[src/rtl/ddr3_loopback_tester.sv]
// Writes a test pattern through a DDR3 controller user port, reads it back and counts mismatches.
// Defining DDR3_LOOPBACK_LFSR_EN compiles in the LFSR pattern generator selected by pattern_sel.
module ddr3_loopback_tester #(
    parameter int DQ_BITWIDTH           = 16,
    parameter int ADDRESS_BITWIDTH      = 14,
    parameter int BANK_ADDRESS_BITWIDTH = 3,
    parameter int NUM_OF_TEST_DATA      = 4,
    parameter int START_ADDRESS         = 0,
    parameter int ADDRESS_STRIDE        = 1,
    parameter int STATE_BITWIDTH        = 5,
    parameter int STATE_WRITE_DATA      = 8,
    parameter int STATE_READ_DATA       = 11,
    parameter int ERROR_COUNT_BITWIDTH  = 8
) (
    input  logic                                              clk,
    input  logic                                              reset,
    input  logic                                              start,
    input  logic                                              pattern_sel,
    input  logic [STATE_BITWIDTH-1:0]                         main_state,
    input  logic [DQ_BITWIDTH-1:0]                            data_from_ram,
    input  logic                                              data_from_ram_valid,
    output logic                                              write_enable,
    output logic                                              read_enable,
    output logic [BANK_ADDRESS_BITWIDTH+ADDRESS_BITWIDTH-1:0] i_user_data_address,
    output logic [DQ_BITWIDTH-1:0]                            data_to_ram,
    output logic                                              busy,
    output logic                                              done,
    output logic                                              pass,
    output logic [ERROR_COUNT_BITWIDTH-1:0]                   error_count,
    output logic [BANK_ADDRESS_BITWIDTH+ADDRESS_BITWIDTH-1:0] first_error_address
);
    localparam int AW = BANK_ADDRESS_BITWIDTH + ADDRESS_BITWIDTH;
    localparam int DW = DQ_BITWIDTH;
    localparam int EW = ERROR_COUNT_BITWIDTH;
    localparam int CW = $clog2(NUM_OF_TEST_DATA + 1);
    localparam logic [CW-1:0] LAST_IDX   = CW'(NUM_OF_TEST_DATA - 1);
    localparam logic [CW-1:0] COUNT_FULL = CW'(NUM_OF_TEST_DATA);
    localparam logic [AW-1:0] START      = AW'(START_ADDRESS);
    localparam logic [AW-1:0] STRIDE     = AW'(ADDRESS_STRIDE);

    typedef enum logic [2:0] {
        ST_IDLE,
        ST_WRITE,
        ST_READ,
        ST_WAIT_READ,
        ST_DONE
    } state_t;

    state_t          state_q, state_d;
    logic [AW-1:0]   addr_q, addr_d;
    logic [AW-1:0]   rx_addr_q, rx_addr_d;
    logic [DW-1:0]   data_q, data_d;
    logic [DW-1:0]   exp_q, exp_d;
    logic [CW-1:0]   wr_cnt_q, wr_cnt_d;
    logic [CW-1:0]   rd_cnt_q, rd_cnt_d;
    logic [CW-1:0]   rx_cnt_q, rx_cnt_d;
    logic [EW-1:0]   err_q, err_d;
    logic [AW-1:0]   first_err_q, first_err_d;
    logic            err_seen_q, err_seen_d;
    logic            we_q, we_d;
    logic            re_q, re_d;
    logic            busy_q, busy_d;
    logic            done_q, done_d;
    logic            pass_q, pass_d;

    logic            start_ok;
    logic [DW-1:0]   data_step;
    logic [DW-1:0]   exp_step;
    logic [DW-1:0]   seed_new;
    logic [DW-1:0]   seed_cur;

    assign start_ok = start && (state_q == ST_IDLE || state_q == ST_DONE);

`ifdef DDR3_LOOPBACK_LFSR_EN
    localparam logic [DW-1:0] POLY = (DW == 16) ? DW'(16'hB400) : DW'(8'hB8);
    logic lfsr_mode_q, lfsr_mode_d;

    assign data_step = lfsr_mode_q ? ((data_q >> 1) ^ (data_q[0] ? POLY : '0)) : data_q + 1'b1;
    assign exp_step  = lfsr_mode_q ? ((exp_q >> 1) ^ (exp_q[0] ? POLY : '0)) : exp_q + 1'b1;
    assign seed_new  = pattern_sel ? DW'(1) : '0;
    assign seed_cur  = lfsr_mode_q ? DW'(1) : '0;

    // Pattern choice is frozen for the whole pass at the start edge.
    always_comb begin
        lfsr_mode_d = lfsr_mode_q;
        if (start_ok) lfsr_mode_d = pattern_sel;
    end

    always_ff @(posedge clk) begin
        if (reset) lfsr_mode_q <= 1'b0;
        else       lfsr_mode_q <= lfsr_mode_d;
    end
`else
    logic unused_pattern_sel;

    assign unused_pattern_sel = pattern_sel;
    assign data_step          = data_q + 1'b1;
    assign exp_step           = exp_q + 1'b1;
    assign seed_new           = '0;
    assign seed_cur           = '0;
`endif

    always_comb begin
        state_d     = state_q;
        addr_d      = addr_q;
        rx_addr_d   = rx_addr_q;
        data_d      = data_q;
        exp_d       = exp_q;
        wr_cnt_d    = wr_cnt_q;
        rd_cnt_d    = rd_cnt_q;
        rx_cnt_d    = rx_cnt_q;
        err_d       = err_q;
        first_err_d = first_err_q;
        err_seen_d  = err_seen_q;
        we_d        = we_q;
        re_d        = re_q;
        busy_d      = busy_q;
        done_d      = done_q;
        pass_d      = pass_q;

        // Read-data checking runs alongside read issue; strobes past the last word are dropped.
        if ((state_q == ST_READ || state_q == ST_WAIT_READ) && data_from_ram_valid
                && rx_cnt_q != COUNT_FULL) begin
            rx_cnt_d  = rx_cnt_q + CW'(1);
            rx_addr_d = rx_addr_q + STRIDE;
            exp_d     = exp_step;
            if (data_from_ram != exp_q) begin
                if (err_q != '1) err_d = err_q + EW'(1);
                if (!err_seen_q) begin
                    err_seen_d  = 1'b1;
                    first_err_d = rx_addr_q;
                end
            end
        end

        unique case (state_q)
            ST_IDLE, ST_DONE: begin
                if (start) begin
                    state_d     = ST_WRITE;
                    addr_d      = START;
                    rx_addr_d   = START;
                    data_d      = seed_new;
                    exp_d       = seed_new;
                    wr_cnt_d    = '0;
                    rd_cnt_d    = '0;
                    rx_cnt_d    = '0;
                    err_d       = '0;
                    first_err_d = '0;
                    err_seen_d  = 1'b0;
                    we_d        = 1'b1;
                    re_d        = 1'b0;
                    busy_d      = 1'b1;
                    done_d      = 1'b0;
                    pass_d      = 1'b0;
                end
            end
            ST_WRITE: begin
                if (main_state == STATE_BITWIDTH'(STATE_WRITE_DATA)) begin
                    wr_cnt_d = wr_cnt_q + CW'(1);
                    data_d   = data_step;
                    if (wr_cnt_q == LAST_IDX) begin
                        state_d   = ST_READ;
                        we_d      = 1'b0;
                        re_d      = 1'b1;
                        addr_d    = START;
                        rx_addr_d = START;
                        exp_d     = seed_cur;
                    end else begin
                        addr_d = addr_q + STRIDE;
                    end
                end
            end
            ST_READ: begin
                if (main_state == STATE_BITWIDTH'(STATE_READ_DATA)) begin
                    rd_cnt_d = rd_cnt_q + CW'(1);
                    addr_d   = addr_q + STRIDE;
                    if (rd_cnt_q == LAST_IDX) begin
                        re_d = 1'b0;
                        if (rx_cnt_d == COUNT_FULL) begin
                            state_d = ST_DONE;
                            busy_d  = 1'b0;
                            done_d  = 1'b1;
                            pass_d  = (err_d == '0);
                        end else begin
                            state_d = ST_WAIT_READ;
                        end
                    end
                end
            end
            ST_WAIT_READ: begin
                if (rx_cnt_d == COUNT_FULL) begin
                    state_d = ST_DONE;
                    busy_d  = 1'b0;
                    done_d  = 1'b1;
                    pass_d  = (err_d == '0);
                end
            end
            default: state_d = ST_IDLE;
        endcase
    end

    always_ff @(posedge clk) begin
        if (reset) begin
            state_q     <= ST_IDLE;
            addr_q      <= '0;
            rx_addr_q   <= '0;
            data_q      <= '0;
            exp_q       <= '0;
            wr_cnt_q    <= '0;
            rd_cnt_q    <= '0;
            rx_cnt_q    <= '0;
            err_q       <= '0;
            first_err_q <= '0;
            err_seen_q  <= 1'b0;
            we_q        <= 1'b0;
            re_q        <= 1'b0;
            busy_q      <= 1'b0;
            done_q      <= 1'b0;
            pass_q      <= 1'b0;
        end else begin
            state_q     <= state_d;
            addr_q      <= addr_d;
            rx_addr_q   <= rx_addr_d;
            data_q      <= data_d;
            exp_q       <= exp_d;
            wr_cnt_q    <= wr_cnt_d;
            rd_cnt_q    <= rd_cnt_d;
            rx_cnt_q    <= rx_cnt_d;
            err_q       <= err_d;
            first_err_q <= first_err_d;
            err_seen_q  <= err_seen_d;
            we_q        <= we_d;
            re_q        <= re_d;
            busy_q      <= busy_d;
            done_q      <= done_d;
            pass_q      <= pass_d;
        end
    end

    assign write_enable        = we_q;
    assign read_enable         = re_q;
    assign i_user_data_address = addr_q;
    assign data_to_ram         = data_q;
    assign busy                = busy_q;
    assign done                = done_q;
    assign pass                = pass_q;
    assign error_count         = err_q;
    assign first_error_address = first_err_q;

endmodule

[config.mk]
export PLATFORM = sky130hd
export DESIGN_NAME = ddr3_loopback_tester
export DESIGN_NICKNAME = d
export VERILOG_FILES = /design/src/rtl/ddr3_loopback_tester.sv
export SDC_FILE = /design/constraint.sdc
export NUM_CORES = 1
export LEC_CHECK = 0
export BUFFER_PORTS_ARGS = -buffer_cell sky130_fd_sc_hd__clkbuf_2
export CAP_MARGIN = 10
export CELL_PAD_IN_SITES_DETAIL_PLACEMENT = 0
export CELL_PAD_IN_SITES_GLOBAL_PLACEMENT = 1
export CORE_UTILIZATION = 25
export DETAILED_ROUTE_END_ITERATION = 8
export PLACE_DENSITY = 0.6
export SLEW_MARGIN = 30
export SYNTH_ARGS = -nofsm -noshare
export SYNTH_HDL_FRONTEND = slang
export SYNTH_SLANG_ARGS = --single-unit
[constraint.sdc]
create_clock -name clk -period 5.1 [get_ports clk]
set_clock_uncertainty 0.05 [all_clocks]
set_input_delay 0.51 -clock clk [delete_from_list [all_inputs] [get_ports clk]]
set_output_delay 0.51 -clock clk [all_outputs]
set_load 0.1 [all_outputs]
### Yosys cells after proc, flatten, opt, wreduce, memory -nomap -nowiden

Index checks and enable logic that the tools add are counted.

| storage, ports and cells | value |
|---|---|
| register bits after elaboration | 109 |
| input bits | 26 |
| logic and storage cells | 129 |
| output and inout bits | 63 |

| cells by class | value |
|---|---|
| add/subtract/negate cells | 8 |
| eq/ne operators | 18 |
| multiplexer cells | 70 |
| reductions and logical operators | 17 |

Operators by type and width:

| kind | number |
|---|---|
| 17-bit 2-to-1 mux | 13 |
| 16-bit 2-to-1 mux | 6 |
| 16-bit case mux with 2 select lines | 2 |
| 17-bit case mux with 3 select lines | 1 |
| 8-bit 2-to-1 mux | 5 |
| 3-bit 2-to-1 mux | 13 |
| 17-bit by 1-bit adder with 17-bit output (second input constant) | 2 |
| 17-bit case mux with 2 select lines | 1 |
| 16-bit by 1-bit adder with 16-bit output (second input constant) | 2 |
| 1-bit 2-to-1 mux | 21 |
| 16-bit != test | 1 |
| 3-bit by 2-bit equality test with 1-bit output (second input constant) | 4 |
| 1-bit case mux with 3 select lines | 4 |
| 3-bit case mux with 2 select lines | 2 |
| 3-bit case mux with 4 select lines | 1 |
| 4-bit AND reduction | 3 |
| 6-bit AND reduction | 2 |
| 5-bit by 4-bit equality test with 1-bit output (second input constant) | 2 |
| 3-bit by 1-bit adder with 3-bit output (second input constant) | 3 |
| 8-bit by 1-bit adder with 8-bit output (second input constant) | 1 |
| 8-bit logical NOT | 1 |
| 8-bit != test (second input constant) | 1 |
| 3-bit equality test (second input constant) | 2 |
| 2-bit by 1-bit != test with 1-bit output (second input constant) | 3 |
| other kinds (11) | 17 |

### Longest topological paths before layout

| logic depth | value |
|---|---|
| depth after elaboration | 10 |
| mapped depth | 9 |
| depth with buffers taken out | 8 |

### Worst setup path after synthesis

Ideal clock, no wire load.

| timing | value |
|---|---|
| path kind | register -> register |
| from | register data_q[3] (netlist: data_to_ram[3]) |
| to | register data_q[14] (netlist: data_to_ram[14]) |
| cell stages (with the launch flop) | 6 |
| path slack | 2.789 ns |
| buffers on the path | 0 |
| arrival | 2.191 ns |
| cells stage by stage | dfxtp_1 -> and3_1 -> nand2_1 -> nand4bb_1 -> or3_1 -> a21oi_1 |

| on the way | value |
|---|---|
| longest elaborated chain between the ends | 3 |

Ends and longest elaborated chain:

| item | line | source |
|---|---|---|
| start: declaration | 52 | `logic [DW-1:0] data_q, data_d;` |
| start signal: assignment | 224 | `data_q <= data_d;` |
| 16-bit by 1-bit adder with 16-bit output | 97 | `assign data_step = data_q + 1'b1;` |
| 16-bit 2-to-1 mux | 158 | `if (main_state == STATE_BITWIDTH'(STATE_WRITE_DATA)) begin` |
| 16-bit case mux with 2 select lines | 136 | `unique case (state_q)` |

No other way between the ends. The select of a mux whose other input is x is not followed.
A chain may end at the register's enable or synchronous reset.

### Worst setup path in the final report

| timing | value |
|---|---|
| from | register state_q[1] |
| to | register pass_q (netlist: pass) |

| on the way | value |
|---|---|
| longest elaborated chain between the ends | 10 |

Ends and longest elaborated chain:

| item | line | source |
|---|---|---|
| start: declaration | 49 | `state_t state_q, state_d;` |
| start signal: assignment | 221 | `state_q <= state_d;` |
| 3-bit by 2-bit equality test with 1-bit output | 122, 136 |  |
| 1-bit logical OR | 122 | `if ((state_q == ST_READ \|\| state_q == ST_WAIT_READ) && data_from_ram_valid` |
| 1-bit logical AND | 122 |  |
| 1-bit logical AND | 123 | `&& rx_cnt_q != COUNT_FULL) begin` |
| 8-bit 2-to-1 mux / 3-bit 2-to-1 mux (equally long branches) | 122 |  |
| 8-bit logical NOT / 3-bit equality test (equally long branches) | - |  |
| 1-bit 2-to-1 mux | 179, 191 |  |
| 1-bit 2-to-1 mux | 177 | `if (rd_cnt_q == LAST_IDX) begin` |
| 1-bit 2-to-1 mux | 174 | `if (main_state == STATE_BITWIDTH'(STATE_READ_DATA)) begin` |
| 1-bit case mux with 3 select lines | 136 |  |
| end signal: assignment | 236 | `pass_q <= pass_d;` |
| end: declaration | 64 | `logic pass_q, pass_d;` |

Several ways; a longest one is shown, not always the timed one. The select of a mux whose other input is x is not followed.

==> metrics.yaml <==
outcome: "finished, final reports clean"
vias: 4281
clock_latency_ns: 0.36
min_path_type: "reg -> reg"
cts_sinks: 109
finalSetupTns_ns: 0
start_util: 0.259
rsz0062_at_grt: "no"
sequentialPowerShare: 0.477
first_global_vias: 4138
core_sq_um: 19800
fin_nets: 701
synthXorXnorAreaFrac: 0.125
p_leak_nw: 2.28
port-buffer-count: 87
ant_nets: 0
whs_ns: 0.409
max_freq_ghz: 0.355
synthSimpleGateAreaFrac: 0.262
die_area_sq_um: 21000
via_per_inst: 4.58
p_total_w: 0.00184
cp.required_ns: 5.31
synth_nets: 625
worstPathArrival_ns: 3.03
grt_pass1_wl_microns: 20600
path_max_fanout: 14
maxSlewHeadroom: 0.419
swShare: 0.262
post-cts-setup-buffers: 0
ir_drop_v: 0.000147
final_max_slew_viol_count: 0
drive_gt1_frac: 0.179
min_period_over_period: 0.553
io_pins: 89
synth_ff_type: "dfxtp_1"
gr-total-overflow: 0
combinationalPowerShare: 0.093
grt_max_degree: 52
cts-buffers-inserted: 9
totalWireLength_microns: 12300
synth_area_sq_um: 5110
n_antenna_cell: 0
cts_tree: "yes"
synthArstFlopShare: 0
final_cells: 934
ys_types: 53
htreeDepth: 3
finalSetupViolCount: 0
synth_edf_count: 0
grt.total_usage: 0.120
synthMuxAreaShare: 0.0391
syn_to_final_growth_pct: 20.0
synthCells: 588
yosysWarnings: 0
p_int_w: 0.00136
post_cts_resized: 0
p_per_area_nw_per_um2: 299
wl_per_cell_microns: 13.2
worstMarginPinSlew_ns: 0.871
synth_seq_cells: 109
hold_buffers: 0
p_clk_frac: 0.430
path_clk_slew_ns: 0.08
gp_congestion: 0.758
start_kind: "flop"
ys_seq_area_frac: 0.427
drv_cap: 0
critPathKind: "reg -> reg"
cts_root_buf: "clkbuf_16"
avgSynthCellArea_sq_um: 8.70
fin_crit_ns: 2.82
hold_viol: 0
die_y_microns: 145
rows: 51
antenna_found_initial: 1
dr.first_iter.drc_count: 227
p_sw_w: 0.000481
synth_top_family_by_area: "simple AND/OR/NAND/NOR gates"
clockBufferDepth: 2
die-width_microns: 145
drcViolationCount: 0
dp_cells: 918
dr.pass1.iters: 4
post-dp-hpwl_microns: 8750
crit_path_end_kind: "flop"
synthAdderAreaFrac: 0.0269
synth-compound-area-share: 0.0871
power by group through the flow:
stage	combinational (W)	sequential, W	clock, W
final	0.000171	0.000876	0.000790
after global routing	0.000186	0.000879	0.000853
after CTS	0.000174	0.000876	0.000820
after detailed placement	0.000173	0.000896	0
after global placement	0.000170	0.000896	0
after floorplan	0.000101	0.000925	0
synth_stat cells (2+ instances only):
library cell	number	area share
nand2_1	34	0.025
o21a_1	2	0.0029
o2111ai_1	5	0.0086
xnor2_1	37	0.063
or3_1	12	0.015
o21ai_0	19	0.019
dfxtp_1	109	0.43
a31oi_1	2	0.0024
inv_1	13	0.0095
nor2b_1	6	0.0073
nor2_1	103	0.076
a21oi_1	29	0.028
ha_1	11	0.027
buf_4	2	0.0029
buf_2	12	0.012
nor3_1	18	0.018
nand4_1	22	0.027
nor3b_1	2	0.0029
and4b_1	2	0.0039
a311oi_1	3	0.0051
and4_1	3	0.0051
nand3_1	22	0.022
or4_1	2	0.0029
mux2i_1	20	0.039
nand2b_1	2	0.0024
nor3b_2	3	0.0073
and3_1	16	0.020
and2_1	2	0.0024
xor2_1	36	0.062
o211ai_1	4	0.0059
clkbuf_1	12	0.0088
o22ai_1	2	0.0024
worst max-delay path, stage by stage, from the launching register on:
cell,delay (ns)
dfxtp_1,0.60
nor2b_1,0.69
and4_1,0.33
o211ai_1,0.22
nor4_1,0.36
o21ai_0,0.19
o31ai_1,0.28
path summary, 6_finish.rpt:
kind	from	endpoint	slack, ns	cells past startpoint
max	state_q[1]	pass	2.28	6
min	write_enable	write_enable	0.41	2
max reg2reg	state_q[1]	pass	2.28	6
min reg2reg	write_enable	write_enable	0.41	2
through the flow:
step	utilization	worst slack, ns	instance area (sq um)
floorplan	-	2.79	5110
global placement	0.293	2.30	5800
detailed placement	0.293	2.34	5800
CTS	0.310	2.31	6140
global route	0.310	2.07	6140
finish	0.310	2.28	6140
cell type report:
cell class / count / area [sq um]
Sequential cell: 109 / 2180
Clock inverter: 6 / 92.6
Clock buffer: 10 / 239
Tap cell: 265 / 332
Multi-Input combinational cell: 440 / 2780
Timing Repair Buffer: 91 / 465
Fill cell: 2115 / 13600
Inverter: 13 / 48.8
layer usage:
metal	vias to the layer above	wire length, microns	GRT usage
met5	-	12	0
met4	2	129	0.0452
met3	10	666	0.0358
met2	75	5510	0.192
met1	2000	5970	0.151
li1	2194	-	-
cell usage in the layout (no fill, tap or decap), types with 3 or more instances in the layout:
master | netlist | final
or3_1 | 12 | 12
ha_1 | 11 | 11
o21ai_0 | 19 | 19
mux2i_1 | 20 | 20
nand4_1 | 22 | 22
xor2_1 | 36 | 36
nor3b_2 | 3 | 3
nor2b_1 | 6 | 6
clkbuf_16 | 0 | 9
and3_1 | 16 | 16
clkbuf_2 | 0 | 87
and4_1 | 3 | 3
nand3_1 | 22 | 22
buf_4 | 2 | 4
dfxtp_1 | 109 | 109
o211ai_1 | 4 | 4
a21oi_1 | 29 | 29
a311oi_1 | 3 | 3
nor3_1 | 18 | 17
nor2_1 | 103 | 103
inv_1 | 13 | 13
xnor2_1 | 37 | 37
nand2_1 | 34 | 33
o2111ai_1 | 5 | 5
logic make-up after synthesis:
group	count (synthesis)
simple gates	262
flops	109
compound gates	74
xor+xnor	73
buf+inv	39
mux	20
fa+ha+maj	11
sequential cells by signal, summed over array words and instances (netlist names):
| register | cells |
|---|---|
| read_enable | 1 |
| state_q | 3 |
| pass | 1 |
| data_to_ram | 16 |
| wr_cnt_q | 3 |
| done | 1 |
| rx_cnt_q | 3 |
| busy | 1 |
| exp_q | 16 |
| i_user_data_address | 17 |
| first_error_address | 17 |
| err_seen_q | 1 |
| error_count | 8 |
| rx_addr_q | 17 |
| rd_cnt_q | 3 |
| write_enable | 1 |
Power figures use the tool's default switching activity.
